File: config.mk
export PLATFORM = sky130hd
export DESIGN_NAME = prog_sequencer
export DESIGN_NICKNAME = d
export VERILOG_FILES = /design/src/rtl/prog_sequencer.sv
export SDC_FILE = /design/constraint.sdc
export NUM_CORES = 1
export LEC_CHECK = 0
export ABC_AREA = 1
export CELL_PAD_IN_SITES_DETAIL_PLACEMENT = 1
export CELL_PAD_IN_SITES_GLOBAL_PLACEMENT = 2
export CORE_AREA = 2 2 109 111
export DETAILED_ROUTE_END_ITERATION = 12
export DIE_AREA = 0 0 111 113
export PLACE_DENSITY_LB_ADDON = 0.1
export RECOVER_POWER = 25
export SYNTH_ARGS = -nofsm -noshare
export SYNTH_HDL_FRONTEND = slang
export SYNTH_SLANG_ARGS = --single-unit
File: constraint.sdc
create_clock -name clk -period 1.8 [get_ports clk]
set_input_delay 0.18 -clock clk [delete_from_list [all_inputs] [get_ports clk]]
set_output_delay 0.18 -clock clk [all_outputs]
set_load 0.01 [all_outputs]
File: src/rtl/prog_sequencer.sv
// prog_sequencer
//   Steps the 9-bit-ISA core through its benchmark programs under the bench
//   req/ack handshake.
//
//   Operation:
//     - Each accepted req selects the next program (round robin over NPROG).
//     - The core is held in init for INIT_CYC cycles with that program's
//       start PC.
//     - The core is then released to run until its PC reaches HALT_PC, or
//       until TIMEOUT run cycles have elapsed.
//     - At completion ack is raised and held until the next accepted req.
//
//   Ports:
//     clk           in   clock, all state updates on posedge
//     reset         in   asynchronous active-high reset
//     req           in   "do next program", sampled only in IDLE
//     base_pc       in   start PCs, program k at [k*A +: A]
//     core_pc       in   current core PC
//     ack           out  completion level, held until the next accepted req
//     core_init     out  core init / PC-load strobe (LOAD state)
//     core_start_pc out  PC loaded into the core while core_init=1
//     core_run      out  core enable (RUN state)
//     prog_idx      out  index of the program running or last run
//     cycle_count   out  RUN cycles of the last program (live while running)
//     timeout       out  last program was ended by TIMEOUT
//     busy          out  high in LOAD or RUN
module prog_sequencer #(
  parameter int unsigned     A        = 16,
  parameter int unsigned     NPROG    = 3,
  parameter int unsigned     CW       = 16,
  parameter logic [A-1:0]    HALT_PC  = 16'h01FF,
  parameter int unsigned     INIT_CYC = 2,
  parameter logic [CW-1:0]   TIMEOUT  = 16'hFFF0,
  localparam int unsigned    PW       = (NPROG > 1) ? $clog2(NPROG) : 1
) (
  input  logic               clk,
  input  logic               reset,
  input  logic               req,
  input  logic [NPROG*A-1:0] base_pc,
  input  logic [A-1:0]       core_pc,
  output logic               ack,
  output logic               core_init,
  output logic [A-1:0]       core_start_pc,
  output logic               core_run,
  output logic [PW-1:0]      prog_idx,
  output logic [CW-1:0]      cycle_count,
  output logic               timeout,
  output logic               busy
);

  typedef enum logic [1:0] {
    IDLE = 2'd0,
    LOAD = 2'd1,
    RUN  = 2'd2
  } state_t;

  state_t          state_q,       state_d;
  logic            ack_q,         ack_d;
  logic            timeout_q,     timeout_d;
  logic [CW-1:0]   cycle_count_q, cycle_count_d;
  logic [PW-1:0]   prog_idx_q,    prog_idx_d;
  logic [PW-1:0]   next_idx_q,    next_idx_d;
  logic [A-1:0]    start_pc_q,    start_pc_d;
  logic [3:0]      init_cnt_q,    init_cnt_d;
  logic [CW-1:0]   cycle_inc;

  assign cycle_inc = cycle_count_q + CW'(1);

  // NOTE: always_comb assigns every *_d a default (hold) first, so no path
  // through the case statement can leave a variable unassigned and infer a latch.
  always_comb begin
    state_d       = state_q;
    ack_d         = ack_q;
    timeout_d     = timeout_q;
    cycle_count_d = cycle_count_q;
    prog_idx_d    = prog_idx_q;
    next_idx_d    = next_idx_q;
    start_pc_d    = start_pc_q;
    init_cnt_d    = init_cnt_q;

    unique case (state_q)
      IDLE: begin
        if (req) begin
          prog_idx_d    = next_idx_q;
          next_idx_d    = (next_idx_q == PW'(NPROG - 1)) ? '0 : next_idx_q + 1'b1;
          // Capture the start PC now so core_start_pc is a flop output
          // that is already valid on the first LOAD cycle.
          start_pc_d    = base_pc[next_idx_q*A +: A];
          ack_d         = 1'b0;
          timeout_d     = 1'b0;
          cycle_count_d = '0;
          init_cnt_d    = '0;
          state_d       = LOAD;
        end
      end
      LOAD: begin
        if (init_cnt_q == 4'(INIT_CYC - 1)) state_d = RUN;
        else                                init_cnt_d = init_cnt_q + 4'd1;
      end
      RUN: begin
        // The detect cycle counts, so a halt on the first RUN cycle reports 1.
        cycle_count_d = cycle_inc;
        if (core_pc == HALT_PC) begin
          state_d   = IDLE;
          ack_d     = 1'b1;
          timeout_d = 1'b0;
        end else if (cycle_inc == TIMEOUT) begin
          state_d   = IDLE;
          ack_d     = 1'b1;
          timeout_d = 1'b1;
        end
      end
      default: state_d = IDLE;
    endcase
  end

  // NOTE: state flops use non-blocking assignments so every register samples
  // the pre-edge values regardless of process evaluation order.
  always_ff @(posedge clk or posedge reset) begin
    if (reset) begin
      state_q       <= IDLE;
      ack_q         <= 1'b0;
      timeout_q     <= 1'b0;
      cycle_count_q <= '0;
      prog_idx_q    <= '0;
      next_idx_q    <= '0;
      start_pc_q    <= '0;
      init_cnt_q    <= '0;
    end else begin
      state_q       <= state_d;
      ack_q         <= ack_d;
      timeout_q     <= timeout_d;
      cycle_count_q <= cycle_count_d;
      prog_idx_q    <= prog_idx_d;
      next_idx_q    <= next_idx_d;
      start_pc_q    <= start_pc_d;
      init_cnt_q    <= init_cnt_d;
    end
  end

  // Strobes are decoded from the state register only.
  assign core_init     = (state_q == LOAD);
  assign core_run      = (state_q == RUN);
  assign busy          = (state_q != IDLE);
  assign ack           = ack_q;
  assign timeout       = timeout_q;
  assign cycle_count   = cycle_count_q;
  assign prog_idx      = prog_idx_q;
  assign core_start_pc = start_pc_q;

endmodule

==> results.py <==
metrics = {
    "die": {
        "die-area_mm2": 0.01254,
        "row_count": 39,
        "die_w_um": 111,
        "die_y_um": 113,
        "start_util_pct": 21.62,
        "core-area_mm2": 0.01127,
        "top_level_ports": 106,
    },
    "yosys": {
        "synth_top_area_share_pct": 45.17,
        "syn-instance-count": 333,
        "ys.flop_type": "dfrtp_1",
        "ys_async_sr_fraction_pct": 100.0,
        "synth_edf_count": 0,
        "syn_area_mm2": 0.002437,
        "synthMostInstantiatedCell": "nand2_1",
        "synth-seq-cells": 44,
        "synthTopCellsByCount": "92 x nand2_1, 44 x dfrtp_1, 39 x nor2_1",
        "postSynthAreaPerCell_um2": 7.319,
        "synth_cell_types": 21,
        "ys_top_cells_by_area": "dfrtp_1 45%, nand2_1 14%, nand3_1 6.6%",
        "yosys_warnings": 0,
        "syn_nets": 404,
        "yosys.area.top_type": "dfrtp_1",
        "seq_area_frac_synth_pct": 45.17,
    },
    "cts": {
        "cts-hold-fix-buffers": 0,
        "h-tree-depth": 2,
        "clock_sinks": 44,
        "cts_root_buffer": "clkbuf_16",
        "clk_path_buf_depth": 2,
        "cts_buffers": 5,
        "cts_tree": "done",
        "cts.clk_slew.worst_paths_ns": 0.06,
        "worstSkewPairLatency_ns": 0.29,
    },
    "timing": {
        "tightestPinTransition_ns": 1.193,
        "relSlewSlack_pct": 20.48,
        "maxSlewViolCount": 0,
        "fmax_mhz": 564.1,
        "min_period_ns": 1.773,
        "whs_ns": 0.4683,
        "grt_setup_unrepaired": "true",
        "setup_viol": 0,
        "fin_skew_ns": 0.003677,
        "hold_viol": 0,
        "finalCritPeriodShare_pct": 98.49,
    },
    "worst_setup_path": {
        "crit_fanout": 4,
        "critical_path_class": "flop to flop",
        "crit_chain": "buf_4 > inv_1 > nor2_4 > buf_4 > nand3_1 > nand2_2 > nor2_1 > nand2_1 > nor2_1 > nand3_1 > nand2_2 > nand2_2 > nand2_2 > nand2_2",
        "rr_endpoint": "timeout",
        "startpoint_type": "flop",
        "endpoint_kind": "flop",
        "r2r_start": "cycle_count[1]",
        "crit_path_frequent_cell": "nand2_2",
        "regToRegSetupSlack_ns": 0.03,
        "cp_slowest_cell": "dfrtp_1",
        "cp-endpoint": "timeout",
        "arrival_ns": 1.95,
        "r2r_cells": 14,
        "critPathRequiredTime_ns": 1.98,
        "slowest_delay_ns": 0.41,
        "crit_start": "cycle_count[1]",
    },
    "drt": {
        "via_per_inst": 4.567,
        "drt_iter0_markers": 54,
        "drc": 0,
        "num_vias": 2754,
        "routed_wl_mm": 9.188,
        "postRouteAntennaNets": 0,
        "dr.pass1.iters": 4,
        "wire_per_inst_um": 15.24,
    },
    "final_layout": {
        "design_area_mm2": 0.004063,
        "drive_above_1_share_pct": 12.83,
        "antennaDiodeCount": 0,
        "fin_cells": 603,
        "nFillCells": 1359,
        "utilization_pct": 36.04,
        "layout.nets": 530,
        "seqCellArea_mm2": 0.001105,
        "syn_to_final_growth_pct": 66.68,
        "multi_input_area_mm2": 0.001271,
    },
    "flow_run": {
        "max_cap_viol_count": 0,
    },
    "pwr": {
        "leakage_nw": 1.620,
        "total_power_mw": 5.355,
        "ir_drop_mv": 0.4991,
        "pwr_density_cell_mw_per_mm2": 1318,
    },
    "placed_design": {
        "globalplace.congestion": 0.7380,
        "placed_area_mm2": 0.003810,
        "dp.cells": 592,
        "port_buffers": 105,
        "hpwl_mm": 6.885,
    },
    "global_route": {
        "overflow": 0,
        "grt_first_pass_wirelength_mm": 15.15,
        "grt_max_degree": 45,
        "grt_usage_pct": 14.85,
        "antenna_found_initial": 0,
        "grt_pass1_vias": 2934,
    },
    "hold_path": {
        "min_path_type": "primary input to flop",
    },
    "run_status": {
        "status": "finished clean",
    },
}
-- what timing repair did --
item,in CTS,in global routing
setup buffers,0,3
pin swaps,0,10
gates resized for setup,9,20
endpoints found under the setup margin,4,3
-- cell type report --
cell class	count	share of cell area, %
clock buffer	8	3.603
inverter	29	2.679
multi-input combinational	249	31.29
sequential	44	27.19
tap	143	4.404
timing repair buffer	130	30.83
-- sequential cells by signal, summed over array words and instances (netlist names) --
signal         count
core_start_pc     16
cycle_count       16
init_cnt_q         4
next_idx_q         2
prog_idx           2
state_q            2
ack                1
timeout            1
-- per-layer routing --
metal | up-vias | global-route usage (%) | part of all wire (%)
met4 | 0 | 3.250 | 0.91
met1 | 1339 | 19.10 | 45
li1 | 1359 | - | -
met3 | 6 | 3.267 | 3.8
met5 | - | 0 | 0
met2 | 50 | 25.73 | 50
-- cells by family after synthesis --
| kind of cell | count (synthesis) | share of synthesized area [%] |
|---|---|---|
| simple gates | 181 | 31.52 |
| flops | 44 | 45.17 |
| xor+xnor | 3 | 1.078 |
| buf+inv | 40 | 6.416 |
| fa+ha+maj | 4 | 2.053 |
| compound gates | 61 | 13.76 |
-- placed cells by master (no fill, tap or decap), types with 2 or more instances in the layout --
cell             netlist  final
clkdlybuf4s50_1        0    104
nand2_1               92     83
dfrtp_1               44     41
nor2_1                39     36
nand3_1               32     30
inv_1                 28     27
o21ai_0               23     22
buf_4                  0     22
a31oi_1               16     16
a21oi_1               14     14
nand2_2                3     11
nand4_1                7      7
o22ai_1                6      6
nor2_4                 0      6
clkbuf_16              0      5
xor2_1                 3      3
nand3_2                1      3
ha_1                   4      3
dfrtp_2                0      3
clkinv_1               1      2
nor2_2                 5      2
nor4_1                 2      2
clkbuf_1               6      2
-- worst max-delay path: cells and delay by family, from the launching register on --
kind | cells | cell delay (ns)
buffers and inverters | 3 | 0.41
DFF | 1 | 0.41
and+or+nand+nor | 11 | 0.85
-- where the power goes --
group | total, mW | internal [mW] | switching [mW]
Combinational | 2.79 | 1.31 | 1.47
Sequential | 1.63 | 1.34 | 0.290
Clock | 0.937 | 0.555 | 0.382
-- stage by stage --
stage / setup WS, ns / setup TNS, ns
6_report: 0.02722 / 0
5_1_grt: -0.1341 / -0.4228
4_1_cts: 0.004031 / 0
3_5_place_dp: -0.04005 / -0.08764
3_3_place_gp: -0.01510 / -0.02644
2_1_floorplan: 0.07793 / 0
-- how the worst min path moves through the flow --
stage                            from                end  cells after the start
after floorplan           base_pc[12]  core_start_pc[12]                      2
after global placement    prog_idx[0]        prog_idx[0]                      2
after detailed placement  prog_idx[0]        prog_idx[0]                      2
after CTS                       reset   core_start_pc[3]                      3
after global routing      base_pc[10]  core_start_pc[10]                      3
final                     base_pc[10]  core_start_pc[10]                      3
(Power assumes the default switching activity.)
